## config.mk

```make
export PLATFORM = sky130hd
export DESIGN_NAME = edge_event_tx_scheduler
export DESIGN_NICKNAME = d
export VERILOG_FILES = /design/src/rtl/edge_sched_pkg.sv /design/src/rtl/edge_event_tx_scheduler_rr_arbiter.sv /design/src/rtl/edge_event_tx_scheduler.sv
export SDC_FILE = /design/constraint.sdc
export NUM_CORES = 1
export LEC_CHECK = 0
export BUFFER_PORTS_ARGS = -buffer_cell sky130_fd_sc_hd__clkbuf_2
export CORE_MARGIN = 3
export CORE_UTILIZATION = 34
export CTS_CLUSTER_DIAMETER = 50
export DETAILED_ROUTE_END_ITERATION = 8
export GPL_TIMING_DRIVEN = 0
export HOLD_SLACK_MARGIN = 0.12
export PLACE_DENSITY = 0.63
export SLEW_MARGIN = 20
export SYNTH_ARGS = -nofsm -noshare
export SYNTH_HDL_FRONTEND = slang
export SYNTH_SLANG_ARGS = --single-unit
```

## constraint.sdc

```tcl
create_clock -name clk -period 2.4 [get_ports clk]
set_clock_uncertainty 0.05 [all_clocks]
set_input_delay 0.48 -clock clk [delete_from_list [all_inputs] [get_ports clk]]
set_output_delay 0.48 -clock clk [all_outputs]
set_load 0.05 [all_outputs]
```

## src/rtl/edge_sched_pkg.sv

```systemverilog
// Shared definitions for the edge event TX scheduler.
//   state_t        : scheduler FSM encoding
//   RISE/FALL_CODE : default upper-nibble codes for rise/fall bytes
//   N_SRC_*        : source count default and legal bounds
//   IDX_W          : width of the source index field inside tx_data
package edge_sched_pkg;

  typedef enum logic [1:0] {
    ST_IDLE      = 2'd0,
    ST_START     = 2'd1,
    ST_WAIT_DONE = 2'd2
  } state_t;

  localparam logic [7:0] RISE_CODE_DEF = 8'h50;
  localparam logic [7:0] FALL_CODE_DEF = 8'h40;

  localparam int N_SRC_DEF = 4;
  localparam int N_SRC_MIN = 2;
  localparam int N_SRC_MAX = 16;

  // Index field is sized for the largest legal source count.
  localparam int IDX_W = $clog2(N_SRC_MAX);

endpackage

```

## src/rtl/edge_event_tx_scheduler_rr_arbiter.sv

```systemverilog
// Combinational round-robin arbiter.
//   req : per-source request vector
//   ptr : highest-priority index for this decision
//   gnt : one-hot grant (all zero when no request)
//   idx : binary index of the granted source
//   vld : at least one request present
module rr_arbiter #(
  parameter int N  = 4,
  parameter int IW = 2
) (
  input  logic [N-1:0]  req,
  input  logic [IW-1:0] ptr,
  output logic [N-1:0]  gnt,
  output logic [IW-1:0] idx,
  output logic          vld
);

  // Two passes instead of a modulo rotate: first look at ptr..N-1, then
  // wrap to 0..ptr-1. The second pass can only hit below ptr because the
  // first pass already covered everything at or above it.
  always_comb begin
    gnt = '0;
    idx = '0;
    vld = 1'b0;
    for (int j = 0; j < N; j++) begin
      if (!vld && req[j] && (j >= int'(ptr))) begin
        gnt[j] = 1'b1;
        idx    = IW'(j);
        vld    = 1'b1;
      end
    end
    for (int j = 0; j < N; j++) begin
      if (!vld && req[j]) begin
        gnt[j] = 1'b1;
        idx    = IW'(j);
        vld    = 1'b1;
      end
    end
  end

endmodule

```

## src/rtl/edge_event_tx_scheduler.sv

```systemverilog
// Edge event TX scheduler: detects rise/fall edges on N_SRC level inputs,
// queues one rise and one fall per source, and feeds them one byte at a
// time to a UART transmitter in round-robin source order.
//   clk, reset    : clock, synchronous active-high reset
//   evt_level     : synchronised level inputs
//   evt_en        : per-source edge-detect enable
//   tx_ready      : transmitter can accept a byte
//   tx_done_tick  : transmitter finished the current byte
//   ovf_clr       : per-source clear of the overflow flag
//   tx_start      : one-cycle send request
//   tx_data       : {code nibble, source index}, held until the next grant
//   busy          : FSM not idle
//   ovf           : sticky per-source lost-event flag
module edge_event_tx_scheduler
  import edge_sched_pkg::*;
#(
  parameter int         N_SRC     = N_SRC_DEF,
  parameter logic [7:0] RISE_CODE = RISE_CODE_DEF,
  parameter logic [7:0] FALL_CODE = FALL_CODE_DEF
) (
  input  logic             clk,
  input  logic             reset,
  input  logic [N_SRC-1:0] evt_level,
  input  logic [N_SRC-1:0] evt_en,
  input  logic             tx_ready,
  input  logic             tx_done_tick,
  input  logic [N_SRC-1:0] ovf_clr,
  output logic             tx_start,
  output logic [7:0]       tx_data,
  output logic             busy,
  output logic [N_SRC-1:0] ovf
);

  localparam int IW = $clog2(N_SRC);

  state_t           state;
  logic [N_SRC-1:0] prev, rise_pend, fall_pend;
  logic [N_SRC-1:0] rise_evt, fall_evt, ovf_evt;
  logic [N_SRC-1:0] req, gnt, srv_rise, srv_fall;
  logic [IW-1:0]    ptr, cur_idx, arb_idx;
  logic             arb_vld, grant_fire, srv_is_rise;

  assign rise_evt = evt_en & ~prev &  evt_level;
  assign fall_evt = evt_en &  prev & ~evt_level;
  assign req      = rise_pend | fall_pend;

  rr_arbiter #(.N(N_SRC), .IW(IW)) u_arb (
    .req (req),
    .ptr (ptr),
    .gnt (gnt),
    .idx (arb_idx),
    .vld (arb_vld)
  );

  assign grant_fire = (state == ST_IDLE) && tx_ready && arb_vld;

  // Rise has priority inside the granted source; exactly one bit is served.
  assign srv_rise    = {N_SRC{grant_fire}} & gnt & rise_pend;
  assign srv_fall    = {N_SRC{grant_fire}} & gnt & ~rise_pend & fall_pend;
  assign srv_is_rise = |srv_rise;

  // A new event only counts as lost when its bit is still owed and is not
  // being handed out on this very edge; otherwise it simply re-arms.
  assign ovf_evt = (rise_evt & rise_pend & ~srv_rise) |
                   (fall_evt & fall_pend & ~srv_fall);

  always_ff @(posedge clk) begin
    if (reset) begin
      prev      <= '0;
      rise_pend <= '0;
      fall_pend <= '0;
      ovf       <= '0;
    end else begin
      prev      <= evt_level;
      rise_pend <= rise_evt | (rise_pend & ~srv_rise);
      fall_pend <= fall_evt | (fall_pend & ~srv_fall);
      // Set beats clear when both land on the same edge.
      ovf       <= ovf_evt | (ovf & ~ovf_clr);
    end
  end

  // ptr is the first index searched; after a byte completes it moves to
  // the slot just past the source that was served.
  always_ff @(posedge clk) begin
    if (reset) begin
      state    <= ST_IDLE;
      ptr      <= '0;
      cur_idx  <= '0;
      tx_start <= 1'b0;
      tx_data  <= 8'h00;
      busy     <= 1'b0;
    end else begin
      case (state)
        ST_IDLE: begin
          tx_start <= 1'b0;
          if (grant_fire) begin
            state    <= ST_START;
            cur_idx  <= arb_idx;
            tx_data  <= {srv_is_rise ? RISE_CODE[7:4] : FALL_CODE[7:4],
                         IDX_W'(arb_idx)};
            tx_start <= 1'b1;
            busy     <= 1'b1;
          end
        end
        ST_START: begin
          tx_start <= 1'b0;
          state    <= ST_WAIT_DONE;
        end
        ST_WAIT_DONE: begin
          tx_start <= 1'b0;
          if (tx_done_tick) begin
            state <= ST_IDLE;
            busy  <= 1'b0;
            ptr   <= (cur_idx == IW'(N_SRC - 1)) ? '0 : cur_idx + IW'(1);
          end
        end
        default: begin
          state    <= ST_IDLE;
          tx_start <= 1'b0;
          busy     <= 1'b0;
        end
      endcase
    end
  end

endmodule
```

==> summary.md, run 1 <==
| Metric | Value |
|---|---|
| Outcome | finished clean |
| Top-Level Pins | 30 |
| Share of layout cells above drive strength 1 | 21.6% |
| Area fraction of the dominant cell type after synthesis | 41.6% |
| Most frequently used flop master after synthesis | sky130_fd_sc_hd__dfxtp_1 |
| Final number of setup-violating endpoints | 0 |
| Portion of the post-synthesis area used by sequential elements | 41.6% |
| Ys async rst share | 0% |
| Placed cell areas | about 0.0014 mm^2 |
| Via density per instance | approximately 5 |
| CTS tree | built |
| Startpoint type of the worst setup path | flip-flop |
| Drt drc | 0 |
| Power density normalized to cell area | around 650 mW/mm^2 |
| Number of antenna diodes | 0 |
| Via count of the first global-routing pass | between 1000 and 1500 |
| Global-route total usage across every layer | between 10% and 20% |
| Half-perimeter wire length after detailed placement | 2.06 mm |
| Remaining number of nets flagged by the antenna check after routing | 0 |
| Setup repair after global routing missed its margin | no |
| Final count of pins violating max slew | 0 |
| Crit path max fanout | 7 |
| Chip Width | between 60 and 70 um |
| Floorplan die height | approximately 67 um |
| Instance count of the mapped netlist | between 150 and 200 |
| Leading cell types by total area after synthesis | sky130_fd_sc_hd__dfxtp_1 (42%), sky130_fd_sc_hd__nor2_1 (9.6%), sky130_fd_sc_hd__a21oi_1 (5.2%) |
| Die footprint | approximately 0.0044 mm^2 |
| Slack of the worst reg-to-reg path | approximately 0.36 ns |
| Crit path kind | flip-flop to flip-flop |
| Routed via count | about 1200 |
| Netlist Area Pre-Place | between 0.001 and 0.0015 mm^2 |
| Placeable core region | around 0.0034 mm^2 |
| Final clock period utilization by the worst path | a little over four fifths |
| Average cell area after synthesis | 8.12 um^2 |
| Clock transition at the registers of the reported paths | approximately 0.090 ns |
| Static leakage power | ~0.63 nW |
| Number of nets in the final layout | 203 |
| Final worst path period need | between 2 and 2.5 ns |
| Effective utilization at floorplan | a little over a third |
| Cell taking the most area after synthesis | sky130_fd_sc_hd__dfxtp_1 |
| Routed WL | roughly 2.7 mm |
| Post-synth cell types | around 40 |
| Sum Neg Setup Slack | 0 ns |
| Number of buffers inserted by hold repair at cts | 0 |
| Final hold vios | 0 |
| Wire length of the first global-routing pass | approximately 4.8 mm |
| Area growth from synthesis to layout | 19.5% |
| Maximum capacitance violations | 0 |
| Overflow left after global routing | 0 |
| Arrival time at the worst endpoint | approximately 2.2 ns |
| Worst ir drop on vdd | ~0.00028 V |
| Inserted Clock Buffers | 3 |
| Worst-case clock buffer depth | 2 |
| Post-CTS Setup Inserts | 0 |
| Total iterations of the first detailed-routing run | 4 |
| Number of H-tree levels | 1 |
| # rows | 21 |
| Routability congestion estimate | 0.994 |
| Clock sink total | 26 |
| Data required time at the worst endpoint | roughly 2.5 ns |
| Synthesized flop and latch total | 26 |
| Crit. End Element | flip-flop |
| Count of synthesis-stage warnings from yosys | 0 |
| Number of antenna violations at the first check in global routing | 0 |
| Final Instance Area | about 0.0015 mm^2 |
| Highest Clock Rate | about 500 MHz |
| Number of enable flip-flop cells after synthesis | 0 |
| Largest net degree at the start of global routing | 15 |
| Input/output buffers | 24 |
| CTS-repair resized insts | 0 |
| Hold WC Path Type | primary input to flip-flop |
| Detailed router's first-iteration violation count | 61 |
| Buffer type at the clock tree root | sky130_fd_sc_hd__clkbuf_8 |
| Later-pin clock latency in the skew report | approximately 0.27 ns |
| Routed len/inst | approximately 12 um |
## sequential cells by signal (all words and copies together) (netlist names)
register and cells:
ptr 2, fall_pend 4, ovf 4, tx_start 1, tx_data 3, busy 1
cur_idx 1, prev 4, state 2, rise_pend 4
## where the power goes
part	total [W]	internal [W]	switching [W]
registers	0.000480	0.000457	0.0000233
clock network	0.000279	0.000147	0.000133
logic	0.000208	0.0000692	0.000138
## worst max-delay path: stages (launching register included)
cell	delay (ns)
sky130_fd_sc_hd__dfxtp_1	0.37
sky130_fd_sc_hd__nor2_1	0.37
sky130_fd_sc_hd__a31oi_1	0.18
sky130_fd_sc_hd__or4_1	0.55
sky130_fd_sc_hd__a21boi_1	0.16
sky130_fd_sc_hd__a211o_1	0.26
## synthesized netlist by cell type (all sizes together) (3+ instances only)
master and number:
nor2b 8, dfxtp 26, nand3b 4, a21oi 13
inv 6, clkbuf 3, nor3 3, nor2 32
o21ai 8, nand2 9, or4 3, a32oi 3
buf 5
## kinds of logic (layout without fill, tap and decap cells)
logic type      after synthesis  in the layout  synth area share [%]
compound gates               42             42                  22.3
buf+inv                      14             42                  5.40
flops                        26             26                  41.6
other cells                   1              4                 0.300
mux                           2              2                  1.60
simple gates                 67             67                  26.9
fa+ha+maj                     2              2                  1.90
## layer usage
metal | part of all wire [%] | track usage [%] | vias to the layer above
li1 | - | - | 600
met1 | 46 | 17.7 | 540
met5 | 0 | 0 | -
met4 | 0.34 | 2.28 | 0
met2 | 46 | 22.8 | 35
met3 | 7.5 | 3.54 | 2
## cell usage in the layout, fill, tap and decap left out, types with 3 or more instances in the layout
cell / netlist / layout
sky130_fd_sc_hd__clkbuf_2: 0 / 24
sky130_fd_sc_hd__or4_1: 3 / 3
sky130_fd_sc_hd__clkbuf_1: 3 / 3
sky130_fd_sc_hd__a32oi_1: 3 / 3
sky130_fd_sc_hd__nor2_1: 32 / 32
sky130_fd_sc_hd__a21oi_1: 13 / 13
sky130_fd_sc_hd__nand2_1: 9 / 9
sky130_fd_sc_hd__conb_1: 1 / 4
sky130_fd_sc_hd__buf_4: 4 / 4
sky130_fd_sc_hd__clkbuf_8: 0 / 4
sky130_fd_sc_hd__dfxtp_1: 26 / 26
sky130_fd_sc_hd__nor3_1: 3 / 3
sky130_fd_sc_hd__nor2b_1: 8 / 8
sky130_fd_sc_hd__o21ai_1: 3 / 3
sky130_fd_sc_hd__inv_1: 6 / 6
sky130_fd_sc_hd__nand3b_1: 4 / 4
sky130_fd_sc_hd__o21ai_0: 5 / 5
## layout make-up
cell class                 instances  area (um^2)
multi-input combinational        117          674
timing repair buffer              24          120
inverter                           6         22.5
fill                             371         1950
tap                               46         57.6
clock buffer                       4         55.1
buffer                             8         45.0
sequential                        26          520
## per-stage QoR
step / setup WS (ns) / std cells / utilization [%] / hold WS, ns / total power, W
after floorplan: 0.384 / 157 / - / 0.434 / 0.000644
after global placement: 0.239 / 227 / 41.8 / 0.398 / 0.000693
after detailed placement: 0.224 / 227 / 41.8 / 0.405 / 0.000697
after CTS: 0.376 / 231 / 43.4 / 0.392 / 0.000979
after global routing: 0.242 / 231 / 43.4 / 0.408 / 0.00102
final: 0.363 / 231 / 43.4 / 0.394 / 0.000967
## final timing paths
check / cells after the start / to / startpoint
hold reg to reg: 1 / ovf[2] / ovf[2]
hold / removal: 2 / prev[1] / evt_level[1]
setup / recovery: 5 / ovf[2] / rise_pend[3]
setup reg to reg: 5 / ovf[2] / rise_pend[3]
Note: power is estimated with default switching activity, not from simulation.
==> run 2, diff against run 1 <==
- clock period: 2.4 -> 2.1 ns (I/O delays scaled with it)
==> summary.md, run 2 (same netlist as run 1, synthesis figures left out) <==
| Metric | Value |
|---|---|
| Top-Level Pins | 30 (unchanged) |
| Via count of the first global-routing pass | 1073 (unchanged) |
| Post-CTS Setup Inserts | 0 (unchanged) |
| Crit. End Element | flip-flop (unchanged) |
| # fillers | 372 (was 371) |
| Worst-case clock buffer depth | 2 (unchanged) |
| Die footprint | 0.00444 mm^2 (unchanged) |
| Global-route total usage across every layer | 13.6% (unchanged) |
| Commonest non-fill, non-tap cell in the layout | sky130_fd_sc_hd__nor2_1 (unchanged) |
| Setup repair after global routing missed its margin | no (unchanged) |
| Later-pin clock latency in the skew report | 0.27 ns (about the same) |
| Overall power consumption | 0.00111 W (was 0.000967 W) |
| Number of antenna violations at the first check in global routing | 0 (unchanged) |
| Final worst path period need | 1.99 ns (was 2.04 ns) |
| Maximum capacitance violations | 0 (unchanged) |
| Number of nets in the final layout | 203 (unchanged) |
| Crit path max fanout | 5 (was 7) |
| Number of H-tree levels | 1 (unchanged) |
| Wire length of the first global-routing pass | 4.77 mm (unchanged) |
| Startpoint of the worst-slack reg-to-reg timing path | state[1] (was rise_pend[3]) |
| CTS tree | built (unchanged) |
| Slack of the worst reg-to-reg path | 0.11 ns (was 0.36 ns) |
| Via density per instance | 5.12 (was 5.10) |
| Crit path kind | flip-flop to flip-flop (unchanged) |
| Drt drc | 0 (unchanged) |
| Count of placed standard cells including taps | 227 (unchanged) |
| Detailed router's first-iteration violation count | 55 (was 61) |
| Final count of pins violating max slew | 0 (unchanged) |
| Length in cells of the worst reg-to-reg path | 4 (was 5) |
| Clock transition at the registers of the reported paths | 0.09 ns (about the same) |
| Post-layout util | 43.6% (was 43.4%) |
| Endpoint of the worst hold path | prev[1] (unchanged) |
| Routed via count | 1182 (was 1177) |
| Worst ir drop on vdd | 0.000319 V (was 0.000279 V) |
| Arrival time at the worst endpoint | 2.11 ns (was 2.16 ns) |
| Total iterations of the first detailed-routing run | 4 (unchanged) |
| Data required time at the worst endpoint | 2.22 ns (was 2.52 ns) |
| Chip Width | 66.7 um (unchanged) |
| Outcome | finished clean (unchanged) |
| Sum Neg Setup Slack | 0 ns (unchanged) |
| Largest net degree at the start of global routing | 15 (unchanged) |
| Final hold vios | 0 (unchanged) |
| Routed len/inst | 11.6 um (about the same) |
| Beginning of the worst hold path | evt_level[1] (unchanged) |
| Clock sink total | 26 (unchanged) |
| Number of buffers inserted by hold repair at cts | 0 (unchanged) |
| Power density normalized to cell area | 738 mW/mm^2 (was 647 mW/mm^2) |
| Final number of setup-violating endpoints | 0 (unchanged) |
| Routability congestion estimate | 0.994 (unchanged) |
| Inserted Clock Buffers | 3 (unchanged) |
| Overflow left after global routing | 0 (unchanged) |
| Post-route non-filler standard cell count | 231 (unchanged) |
| CTS-repair resized insts | 0 (unchanged) |
| # rows | 21 (unchanged) |
| Input/output buffers | 24 (unchanged) |
| Routed WL | 2.68 mm (about the same) |
| Number of antenna diodes | 0 (unchanged) |
| Half-perimeter wire length after detailed placement | 2.06 mm (unchanged) |
| Placeable core region | 0.00344 mm^2 (unchanged) |
| Hold WC Path Type | primary input to flip-flop (unchanged) |
| Highest Clock Rate | 503 MHz (was 491 MHz) |
| Terminus of the critical flop-to-flop path | ovf[3] (was ovf[2]) |
| Buffer type at the clock tree root | sky130_fd_sc_hd__clkbuf_8 (unchanged) |
| Top library cells by usage in the layout, fill and taps aside | sky130_fd_sc_hd__nor2_1 (30), sky130_fd_sc_hd__dfxtp_1 (26), sky130_fd_sc_hd__clkbuf_2 (24) (was sky130_fd_sc_hd__nor2_1 (32), sky130_fd_sc_hd__dfxtp_1 (26), sky130_fd_sc_hd__clkbuf_2 (24)) |
| Area growth from synthesis to layout | 19.9% (was 19.5%) |
| Final clock period utilization by the worst path | 94.6% (was 84.9%) |
| Remaining number of nets flagged by the antenna check after routing | 0 (unchanged) |
| Effective utilization at floorplan | 36.4% (unchanged) |
| Startpoint type of the worst setup path | flip-flop (unchanged) |
| Static leakage power | 0.635 nW (was 0.634 nW) |
| Min Hold Slack | 0.333 ns (was 0.394 ns) |
| Floorplan die height | 66.7 um (unchanged) |
| Worst Hold Path Cells | 2 (unchanged) |
| Share of layout cells above drive strength 1 | 22.7% (was 21.6%) |
## run 2: stage by stage
stage	cell area, um^2	worst slack, ns
finish	1500	0.113
floorplan	1260	0.144
CTS	1500	0.0755
detailed placement	1440	-0.0163
global placement	1440	-0.00139
global route	1500	0.0239
## run 2: critical path: stages (launching register included)
cell	delay [ns]
sky130_fd_sc_hd__dfxtp_1	0.36
sky130_fd_sc_hd__or3b_4	0.44
sky130_fd_sc_hd__or4b_4	0.57
sky130_fd_sc_hd__maj3_2	0.31
sky130_fd_sc_hd__o21ba_1	0.16
## run 2: report_power, final
part	internal, W	switching [W]
combinational	0.0000797	0.000158
sequential	0.000522	0.0000271
clock	0.000168	0.000152
## run 2: how the worst max path moves through the flow
| stage | from | endpoint | slack [ns] |
|---|---|---|---|
| final | state[1] | ovf[3] | 0.11 |
| after CTS | rise_pend[3] | ovf[2] | 0.08 |
| after floorplan | tx_ready | ovf[3] | 0.14 |
| after global placement | tx_ready | ovf[3] | -0.001 |
| after global routing | rise_pend[0] | ovf[3] | 0.02 |
| after detailed placement | tx_ready | ovf[3] | -0.02 |
## run 2: routing by layer
layer | part of all wire, % | vias up | GRT usage [%] | routed length (um)
li1 | - | 599 | - | -
met3 | 8.2 | 2 | 3.54 | 221
met5 | 0 | - | 0 | 0
met1 | 46 | 536 | 17.7 | 1220
met2 | 46 | 45 | 22.8 | 1230
met4 | 0.34 | 0 | 2.28 | 9
## run 2: area by class of cell
class | instances | area, um^2 | area share [%]
inverter | 6 | 22.5 | 1.50
buffer | 8 | 45.0 | 3.00
sequential | 26 | 520 | 34.7
timing repair buffer | 24 | 120 | 8.01
tap | 46 | 57.6 | 3.84
clock buffer | 4 | 55.1 | 3.67
multi-input combinational | 117 | 679 | 45.3
==> run 3, diff against run 2 <==
- BUFFER_PORTS_ARGS: -buffer_cell sky130_fd_sc_hd__clkbuf_2 -> -buffer_cell sky130_fd_sc_hd__buf_4
- CORE_UTILIZATION: 34 -> 35
- PLACE_DENSITY: 0.63 -> 0.64
==> summary.md, run 3 (same netlist as run 1, synthesis figures left out) <==
| Metric | Value |
|---|---|
| Top library cells by usage in the layout, fill and taps aside | sky130_fd_sc_hd__nor2_1 (31), sky130_fd_sc_hd__buf_4 (28), sky130_fd_sc_hd__dfxtp_1 (26) (was sky130_fd_sc_hd__nor2_1 (30), sky130_fd_sc_hd__dfxtp_1 (26), sky130_fd_sc_hd__clkbuf_2 (24)) |
| Final worst path period need | 2.00 ns (was 1.99 ns) |
| Total iterations of the first detailed-routing run | 4 (unchanged) |
| Startpoint type of the worst setup path | flip-flop (unchanged) |
| Number of H-tree levels | 1 (unchanged) |
| Net Sw Frac | 32.4% (was 30.5%) |
| Outcome | finished clean (unchanged) |
| Top-Level Pins | 30 (unchanged) |
| Number of nets in the final layout | 203 (unchanged) |
| Remaining number of nets flagged by the antenna check after routing | 0 (unchanged) |
| # fillers | 339 (was 372) |
| CTS tree | built (unchanged) |
| Minimum setup slack after placement | -0.0132 ns (was -0.0163 ns) |
| Drt drc | 0 (unchanged) |
| Post-route non-filler standard cell count | 230 (was 231) |
| Slack of the worst reg-to-reg path | 0.10 ns (was 0.11 ns) |
| Inserted Clock Buffers | 3 (unchanged) |
| Post-route setup slack | 0.104 ns (was 0.113 ns) |
| Worst ir drop on vdd | 0.000440 V (was 0.000319 V) |
| Number of antenna violations at the first check in global routing | 0 (unchanged) |
| Area growth from synthesis to layout | 21.9% (was 19.9%) |
| # rows | 21 (unchanged) |
| Delay contributed by the slowest stage of the critical path | 0.57 ns (about the same) |
| Terminus of the critical flop-to-flop path | ovf[3] (unchanged) |
| Final count of pins violating max slew | 0 (unchanged) |
| Routed WL | 3.00 mm (was 2.68 mm) |
| Effective utilization at floorplan | 36.9% (was 36.4%) |
| Number of antenna diodes | 0 (unchanged) |
| Commonest non-fill, non-tap cell in the layout | sky130_fd_sc_hd__nor2_1 (unchanged) |
| Final number of setup-violating endpoints | 0 (unchanged) |
| Buffer type at the clock tree root | sky130_fd_sc_hd__clkbuf_4 (was sky130_fd_sc_hd__clkbuf_8) |
| Library cell contributing the largest single delay on the critical path | sky130_fd_sc_hd__or4b_4 (unchanged) |
| Highest Clock Rate | 501 MHz (was 503 MHz) |
| Via density per instance | 5.23 (was 5.12) |
| Crit path kind | flip-flop to flip-flop (unchanged) |
| Hold WC Path Type | primary input to flip-flop (unchanged) |
| Half-perimeter wire length after detailed placement | 2.34 mm (was 2.06 mm) |
| Later-pin clock latency in the skew report | 0.31 ns (was 0.27 ns) |
| Combinational power share | 25.3% (was 21.5%) |
| Crit path depth | 4 (unchanged) |
| Routability congestion estimate | 0.867 (was 0.994) |
| Worst rel slew slack | 63.9% |
| Final hold vios | 0 (unchanged) |
| Placeable core region | 0.00339 mm^2 (was 0.00344 mm^2) |
| Post-layout util | 45.0% (was 43.6%) |
| Overflow left after global routing | 0 (unchanged) |
| Clock transition at the registers of the reported paths | 0.13 ns (was 0.09 ns) |
| Largest net degree at the start of global routing | 14 (was 15) |
| Sum Neg Setup Slack | 0 ns (unchanged) |
| Chip Width | 65.8 um (was 66.7 um) |
| Crit path max fanout | 5 (unchanged) |
| Number of buffers inserted by hold repair at cts | 0 (unchanged) |
| Worst Max-Slew Pin Slew | between 0.5 and 0.6 ns |
| Power density normalized to cell area | 665 mW/mm^2 (was 738 mW/mm^2) |
| Post-CTS Setup Inserts | 0 (unchanged) |
| Relative contribution of sequential cells to total power | 54.3% (was 49.6%) |
| Die footprint | 0.00433 mm^2 (was 0.00444 mm^2) |
| Cell-by-cell trace of the critical path | or3b_4 -> or4b_4 -> maj3_2 -> o21ba_1 (unchanged) |
| Arrival time at the worst endpoint | 2.17 ns (was 2.11 ns) |
| Final clock period utilization by the worst path | 95.1% (was 94.6%) |
| Wire length of the first global-routing pass | 5.02 mm (was 4.77 mm) |
| Via count of the first global-routing pass | 1123 (was 1073) |
| Static leakage power | 0.637 nW (was 0.635 nW) |
| CP bufs+invs | 0 (unchanged) |
| Worst Setup EP | ovf[3] (unchanged) |
| Overall power consumption | 0.00101 W (was 0.00111 W) |
| Data required time at the worst endpoint | 2.28 ns (was 2.22 ns) |
| Worst-case clock buffer depth | 2 (unchanged) |
| Floorplan die height | 65.8 um (was 66.7 um) |
| Design internal power | 0.000685 W (was 0.000770 W) |
| Relative contribution of the clock network to total power | 20.3% (was 28.9%) |
| Startpoint of the worst-slack reg-to-reg timing path | state[1] (unchanged) |
| Detailed router's first-iteration violation count | 42 (was 55) |
| Input/output buffers | 24 (unchanged) |
| Setup repair after global routing missed its margin | no (unchanged) |
| Global-route total usage across every layer | 15.0% (was 13.6%) |
| Setup crit start | state[1] (unchanged) |
| Length in cells of the worst reg-to-reg path | 4 (unchanged) |
| Routed len/inst | 13.0 um (was 11.6 um) |
| Family with the most delay on the worst path | simple AND/OR/NAND/NOR gates (unchanged) |
| Count of placed standard cells including taps | 227 (unchanged) |
| Share of layout cells above drive strength 1 | 21.7% (was 22.7%) |
| Crit. End Element | flip-flop (unchanged) |
| Clock sink total | 26 (unchanged) |
| Net Switching | 0.000328 W (was 0.000338 W) |
| Routed via count | 1204 (was 1182) |
| Maximum capacitance violations | 0 (unchanged) |
==> run 3: changes by cell type in the layout (fill, tap and decap cells not counted), sizes merged <==
| cell | delta |
|---|---|
| clkbuf | -25 |
| buf | +24 |
==> run 3: final cells by class <==
class / count / area [um^2] / share of cell area [%]
well taps: 46 / 57.6 / 3.77
plain buffers: 8 / 45.0 / 2.95
multi-input cells: 117 / 677 / 44.4
repair buffers: 24 / 180 / 11.8
flip-flops and latches: 26 / 520 / 34.1
clock buffers: 3 / 22.5 / 1.48
inverters: 6 / 22.5 / 1.48
==> run 3: power groups by stage <==
stage,combinational (W),clock [W],sequential [W]
6_report,0.000257,0.000206,0.000551
2_1_floorplan,0.000132,0,0.000604
4_1_cts,0.000258,0.000220,0.000551
3_5_place_dp,0.000257,0,0.000562
3_3_place_gp,0.000254,0,0.000559
5_1_grt,0.000283,0.000237,0.000556
==> run 3: through the flow <==
stage | hold WS, ns | instance area (um^2)
final | 0.277 | 1530
after global routing | 0.275 | 1530
after CTS | 0.266 | 1520
after detailed placement | 0.410 | 1500
after global placement | 0.406 | 1500
after floorplan | 0.434 | 1260
==> run 3: repair_timing <==
item	in CTS	in global routing
resized for setup	0	1
endpoints found under the setup margin	0	1
endpoints found under the hold margin	0	0
==> run 3: routing by layer <==
metal	GRT usage [%]	up-vias	share of wire, %
met5	0	-	0
met4	2.85	0	0.60
met3	3.91	2	5.1
met2	27.4	36	50
met1	17.6	565	44
li1	-	601	-
==> run 3: worst min-delay path by stage <==
stage                         endpoint  depth (start not counted)  slack, ns          from
after floorplan           fall_pend[1]                          2       0.43       prev[1]
after global placement          ovf[2]                          1       0.41        ovf[2]
after detailed placement        ovf[2]                          1       0.41        ovf[2]
after CTS                      prev[2]                          2       0.27  evt_level[2]
after global routing           prev[3]                          2       0.27  evt_level[3]
final                          prev[2]                          2       0.28  evt_level[2]
==> run 3: worst reg2reg max path, delay by kind of cell, from the launching register on <==
family,cells,cell delay (ns)
and+or+nand+nor,2,1.01
DFF,1,0.38
adders and majority gates,1,0.31
AOI/OAI and AO/OA,1,0.16
